[src/rtl/sdram_burst_arb.sv]
// sdram_burst_arb: two-requester (write / read) burst arbiter in front of an
// SDRAM controller core. One core burst is outstanding at a time; a one-cycle
// GAP follows every burst so the served requester can drop its request.
// Optional macro SDRAM_ARB_RD_PRIO_EN: read wins every tie instead of
// round-robin (keeps a display read stream from underflowing).
module sdram_burst_arb #(
  parameter int ADDR_BITS  = 24,
  parameter int BURST_BITS = 10,
  parameter int DATA_BITS  = 16
) (
  input  logic                  clk,
  input  logic                  rst_n,
  // write requester
  input  logic                  w_req,
  input  logic [BURST_BITS-1:0] w_len,
  input  logic [ADDR_BITS-1:0]  w_addr,
  output logic                  w_data_req,
  output logic                  w_finish,
  input  logic [DATA_BITS-1:0]  w_data,
  // read requester
  input  logic                  r_req,
  input  logic [BURST_BITS-1:0] r_len,
  input  logic [ADDR_BITS-1:0]  r_addr,
  output logic                  r_data_valid,
  output logic [DATA_BITS-1:0]  r_data,
  output logic                  r_finish,
  // core write port
  output logic                  wr_burst_req,
  output logic [BURST_BITS-1:0] wr_burst_len,
  output logic [ADDR_BITS-1:0]  wr_burst_addr,
  output logic [DATA_BITS-1:0]  wr_burst_data,
  input  logic                  wr_burst_data_req,
  input  logic                  wr_burst_finish,
  // core read port
  output logic                  rd_burst_req,
  output logic [BURST_BITS-1:0] rd_burst_len,
  output logic [ADDR_BITS-1:0]  rd_burst_addr,
  input  logic                  rd_burst_data_valid,
  input  logic [DATA_BITS-1:0]  rd_burst_data,
  input  logic                  rd_burst_finish,
  // status
  output logic [1:0]            grant,
  output logic                  busy
);

  typedef enum logic [1:0] {IDLE, WR, RD, GAP} state_t;

  state_t state, state_nxt;
  logic   pick_wr, pick_rd;

`ifdef SDRAM_ARB_RD_PRIO_EN
  // Read always wins a tie; write only when read is not asking.
  always_comb begin
    pick_rd = r_req;
    pick_wr = w_req && !r_req;
  end
`else
  logic last_rd;

  // Round-robin tie break: on a tie, serve whoever was not served last.
  always_comb begin
    pick_wr = w_req && (!r_req || last_rd);
    pick_rd = r_req && !pick_wr;
  end

  // Remember the last owner; reset to read so write wins the first tie.
  always_ff @(posedge clk or negedge rst_n) begin
    if (!rst_n)
      last_rd <= 1'b1;
    else if (state == IDLE && (pick_wr || pick_rd))
      last_rd <= pick_rd;
  end
`endif

  // State register.
  always_ff @(posedge clk or negedge rst_n) begin
    if (!rst_n) state <= IDLE;
    else        state <= state_nxt;
  end

  // Next state. A burst ends on core finish, or immediately for a zero-length
  // grant (core req was never raised).
  always_comb begin
    state_nxt = state;
    case (state)
      IDLE: if (pick_wr)      state_nxt = WR;
            else if (pick_rd) state_nxt = RD;
      WR:   if (!wr_burst_req || wr_burst_finish) state_nxt = GAP;
      RD:   if (!rd_burst_req || rd_burst_finish) state_nxt = GAP;
      GAP:  state_nxt = IDLE;
      default: state_nxt = IDLE;
    endcase
  end

  // Core-side request/len/addr capture and requester finish pulses. Len/addr
  // are captured at grant only, so requester inputs can move freely mid-burst.
  always_ff @(posedge clk or negedge rst_n) begin
    if (!rst_n) begin
      wr_burst_req  <= 1'b0;
      wr_burst_len  <= '0;
      wr_burst_addr <= '0;
      rd_burst_req  <= 1'b0;
      rd_burst_len  <= '0;
      rd_burst_addr <= '0;
      w_finish      <= 1'b0;
      r_finish      <= 1'b0;
    end else begin
      w_finish <= 1'b0;
      r_finish <= 1'b0;
      case (state)
        IDLE: begin
          if (pick_wr) begin
            wr_burst_len  <= w_len;
            wr_burst_addr <= w_addr;
            wr_burst_req  <= (w_len != '0);
          end else if (pick_rd) begin
            rd_burst_len  <= r_len;
            rd_burst_addr <= r_addr;
            rd_burst_req  <= (r_len != '0);
          end
        end
        WR: if (!wr_burst_req || wr_burst_finish) begin
          wr_burst_req <= 1'b0;
          w_finish     <= 1'b1;
        end
        RD: if (!rd_burst_req || rd_burst_finish) begin
          rd_burst_req <= 1'b0;
          r_finish     <= 1'b1;
        end
        default: ;
      endcase
    end
  end

  // Data strobes pass through only for the current owner.
  assign w_data_req    = wr_burst_data_req && (state == WR);
  assign wr_burst_data = w_data;
  assign r_data        = rd_burst_data;
  assign r_data_valid  = rd_burst_data_valid && (state == RD);
  assign grant         = {state == RD, state == WR};
  assign busy          = (state != IDLE);

endmodule

[config.mk]
export PLATFORM = sky130hd
export DESIGN_NAME = sdram_burst_arb
export DESIGN_NICKNAME = d
export VERILOG_FILES = /design/src/rtl/sdram_burst_arb.sv
export SDC_FILE = /design/constraint.sdc
export NUM_CORES = 1
export LEC_CHECK = 0
export BUFFER_PORTS_ARGS = -buffer_cell sky130_fd_sc_hd__buf_4
export CAP_MARGIN = 20
export CORE_ASPECT_RATIO = 0.6
export CORE_MARGIN = 10
export CORE_UTILIZATION = 38
export CTS_BUF_LIST = sky130_fd_sc_hd__clkbuf_4 sky130_fd_sc_hd__clkbuf_8 sky130_fd_sc_hd__clkbuf_16
export DETAILED_ROUTE_END_ITERATION = 8
export PLACE_DENSITY = 0.83
export RECOVER_POWER = 100
export SLEW_MARGIN = 20
export SYNTH_ARGS = -nofsm -noshare
export SYNTH_HDL_FRONTEND = slang
export SYNTH_SLANG_ARGS = --single-unit
[constraint.sdc]
create_clock -name clk -period 1.7 [get_ports clk]
set_input_delay 0.255 -clock clk [delete_from_list [all_inputs] [get_ports clk]]
set_output_delay 0.255 -clock clk [all_outputs]
set_load 0.05 [all_outputs]
## Word level (Yosys, flattened, before mapping)

Index checks and enable logic that the tools add are counted.
Widths: inputs -> output; s select.

- Bits of input ports: 108
- Bits in registers: 75
- Word-level logic and storage cells: 60
- Output and inout bits: 109

- Equality and inequality tests: 9
- Reduce and logical (&&, ||, !) cells: 24
- Bitwise logic cells: 1
- Muxes and demuxes: 16

Operators with widths:

| kind | number |
|---|---|
| $reduce_bool 10->1 | 2 |
| $mux 1 | 9 |
| $reduce_and 3->1 | 3 |
| $mux 2 | 4 |
| $pmux 2 s4 | 1 |
| $ne 2x2->1 const B | 3 |
| $reduce_bool 2->1 | 3 |
| $logic_and 1x1->1 | 5 |
| $eq 2x2->1 const B | 2 |
| $logic_not 1->1 | 4 |
| $logic_or 1x1->1 | 4 |
| $ne 2x1->1 const B | 2 |
| $pmux 1 s2 | 2 |
| $reduce_and 4->1 | 1 |
| $ne 3x3->1 const B | 1 |
| $eq 2x1->1 const B | 1 |
| $logic_not 2->1 | 1 |
| $reduce_and 2->1 | 1 |
| $not 1->1 | 1 |

## Logic depth before layout (Yosys ltp)

- Depth after elaboration: 8
- Depth in mapped cells: 9
- Mapped depth without buffers: 6

## Worst setup path before layout

Ideal clock, no wire load.

- Path type: register to output
- Start: reg state[0]
- End: out r_data_valid
- Slack: -61 ps
- Data required time: 1445 ps
- Cell stages (with the launch flop): 4
- Buffers on the path: 0
- Arrival: 1506 ps
- Cells stage by stage: dfrtp_1 -> inv_1 -> ha_1 -> and2_1

- Longest elaborated chain between the ends: 2

Ends and longest elaborated chain:

| item | RTL line | source |
|---|---|---|
| start, declared | 48 | `state_t state, state_nxt;` |
| start signal, assigned | 78 | `else state <= state_nxt;` |
| $eq 2x2->1 | -- |  |
| net grant[1] | 42 | `output logic [1:0] grant,` |
| $logic_and 1x1->1 | 139 | `assign r_data_valid = rd_burst_data_valid && (state == RD);` |
| end, declared | 24 | `output logic r_data_valid,` |

The timed path passes the listed nets, and every way through them passes these cells.

## Worst setup path in the final report

- Start: reg state[1]
- End: out r_data_valid

- Longest elaborated chain between the ends: 2

Ends and longest elaborated chain:

| item | RTL line |
|---|---|
| $eq 2x2->1 | 139 |
| $logic_and 1x1->1 | 139 |

Every way passes these cells.

==> run summary <==
Status -> finished clean
# nets final -> 473
Number of library cell types mapped by synthesis -> 28
Initial Util -> 0.390
Routed wire per std cell -> 18.2 um
R2R Path Start -> state[0]
Clk_lat worst skew -> 0.33 ns
Placed cell area -> 4370 um2
Synth warn -> 0
Final setup viols -> 0
Mapped Cells -> 227
Post-DP HPWL -> 6710 um
Mapped cell area -> 3320 um2
Worst-Margin Slew -> 0.838 ns
Cells after DPL -> 457
Rows -> 26
Max H-tree Level -> 3
Worst Hold Depth -> 2
Max stage delay on crit path -> 0.40 ns
Via count -> 2246
Relative slew slack -> 0.442
Reg2reg setup slack -> 0.07 ns
Total negative slack -> 0 ns
Vias in the first global route -> 2622
FF-to-FF path depth -> 7
ANT nets after route -> 0
# fillers -> 786
Number of flops mapped to enable cells by yosys -> 0
Startpoint Class -> register
Max-slew violations -> 0
CP max-delay cell -> dfrtp_1
CTS buffer count -> 9
Endpoint class of the critical path -> output port
Share of layout cells above drive strength 1 -> 0.499
F_max -> 607 MHz
GRT Total Usage -> 0.129
Post-route cell area -> 4450 um2
CP cell instances -> buf_4, ha_4, and2_2, buf_4
Max FO, Critical Path -> 6
Vias per std cell -> 4.69
Worst hold endpoint -> last_rd
Reg-to-Reg End -> wr_burst_addr[12]
First-pass GRT wire length -> 13600 um
Initial drt markers -> 33
Critical path type -> register to output port
Diode count -> 0
Largest net degree at the start of global routing -> 39
Grt total ovfl -> 0
Final hold violations -> 0
Ys flop type -> dfrtp_1
Num Clock Sinks -> 75
Pleak -> 2.01 nW
Final Wtd Congestion -> 0.774
Clock Path Buffers -> 2
Critical Path AT -> 1.39 ns
RSZ-0062 raised after global routing -> false
#FFs+latches synth -> 75
Port Buffers -> 152
Syn-to-layout area delta -> 33.9%
CTS tree -> yes
Power per cell area -> 2520 nW/um2
Syn Area/Cell -> 14.6 um2
Core area -> 8520 um2
Tcrit/Tclk final -> 0.970
Synth Net Count -> 338
1st-pass router iterations -> 4
Multi-input combinational cell area -> 1120 um2
CTS root buf -> clkbuf_16
Non-Filler Instances -> 479
Max-cap violations -> 0
CP most frequent cell -> buf_4
Top Ports -> 217
Asr flop ratio synth -> 1.00
Seq. cell area -> 1880 um2
Initial antenna violation count -> 0
Critical Path RT -> 1.44 ns
Class of the worst hold path -> primary input to register
DRC -> 0
Clock skew -> 0.00510 ns
Die Span Y -> 92.5 um
Fin crit period -> 1.65 ns
Hold Crit Start -> w_req
Die area -> 13000 um2
Post-synthesis sequential area ratio -> 0.565
Chip width -> 141 um
Peak VDD IR -> 1350 uV
Clock-pin slew on the worst setup and hold paths -> 0.06 ns
Final wirelength -> 8700 um
final cells by class:
cell class                 instances  share of cell area
clock buffer                      10              0.0537
clock inverter                     6              0.0146
inverter                           8             0.00674
multi-input combinational        104               0.251
sequential                        75               0.422
tap                              112              0.0315
timing repair buffer             164               0.221
state kept, by name, summed over array words and instances, names as in the netlist:
| register | count |
|---|---|
| rd_burst_addr | 24 |
| wr_burst_req | 1 |
| rd_burst_len | 10 |
| w_finish | 1 |
| wr_burst_len | 10 |
| r_finish | 1 |
| last_rd | 1 |
| wr_burst_addr | 24 |
| rd_burst_req | 1 |
| state | 2 |
how the worst max path moves through the flow:
stage                   endpoint      from  depth (start not counted)  slack (ns)
2_1_floorplan           state[0]  state[1]                          6        0.04
3_3_place_gp   rd_burst_addr[20]  state[0]                          6        0.11
3_5_place_dp    rd_burst_addr[8]  state[0]                          6        0.03
4_1_cts             r_data_valid  state[0]                          4       0.005
5_1_grt               w_data_req  state[1]                          4       0.004
6_report            r_data_valid  state[1]                          4        0.05
critical path, delay by kind of cell, from the launching register on:
family | cells | cell delay, ns
buffers and inverters | 2 | 0.33
and+or+nand+nor | 1 | 0.17
DFF | 1 | 0.40
adders and majority gates | 1 | 0.17
timing repair:
action                                  4_1_cts  5_1_grt
buffers inserted                              0        3
hold buffers                                  1        0
hold endpoints to repair                     17        0
endpoints found under the setup margin        1       23
pin swaps                                     0        1
gates cloned                                  0        2
gates resized for setup                       5       11
synth_stat cells, types with 3 or more instances:
| master | n | area (um2) |
|---|---|---|
| inv_1 | 8 | 30.0 |
| dfrtp_1 | 74 | 1850 |
| nand3_1 | 3 | 15.0 |
| a21oi_1 | 3 | 15.0 |
| mux2_4 | 17 | 255 |
| mux2_2 | 51 | 574 |
| ha_1 | 3 | 37.5 |
| buf_4 | 37 | 278 |
| nand2_1 | 3 | 11.3 |
| nor4_1 | 3 | 18.8 |
| nor2_1 | 3 | 11.3 |
cells in the final DEF (no fill, tap or decap), types with 4 or more instances in the layout:
cell type	netlist	final
buf_4	37	82
clkbuf_1	0	72
clkbuf_16	0	9
clkinvlp_4	0	4
dfrtp_1	74	74
inv_1	8	5
mux2_1	0	5
mux2_2	51	48
mux2_4	17	15
report_power, final:
group	switching, mW	internal [mW]
sequential	0.488	2.71
clock	0.705	1.17
combinational	4.49	1.67
stage by stage:
stage / hold WS (ns) / total power [mW] / utilization / setup WS [ns]
after detailed placement: 0.154 / 10.2 / 0.513 / 0.0326
final: 0.125 / 11.2 / 0.522 / 0.0515
after floorplan: -0.0406 / 8.21 / - / 0.0402
after global placement: 0.151 / 9.99 / 0.513 / 0.113
after global routing: 0.124 / 11.8 / 0.522 / 0.00396
after CTS: 0.110 / 12.1 / 0.551 / 0.00456
cell families after synthesis:
logic type / count (synthesis) / share of synthesized area
and+or+nand+nor: 20 / 0.0369
AOI/OAI and AO/OA: 12 / 0.0263
adders and majority gates: 3 / 0.0113
muxes: 69 / 0.253
DFF: 75 / 0.565
buffers and inverters: 48 / 0.108
per-layer routing:
metal  vias up  GRT usage  routed length [um]
li1       1028          -                   -
met1      1101      0.139                3600
met2       109      0.203                4090
met3         8     0.0841                 936
met4         0     0.0402                  72
met5         -          0                   0
Note: power is estimated with default switching activity, not from simulation.
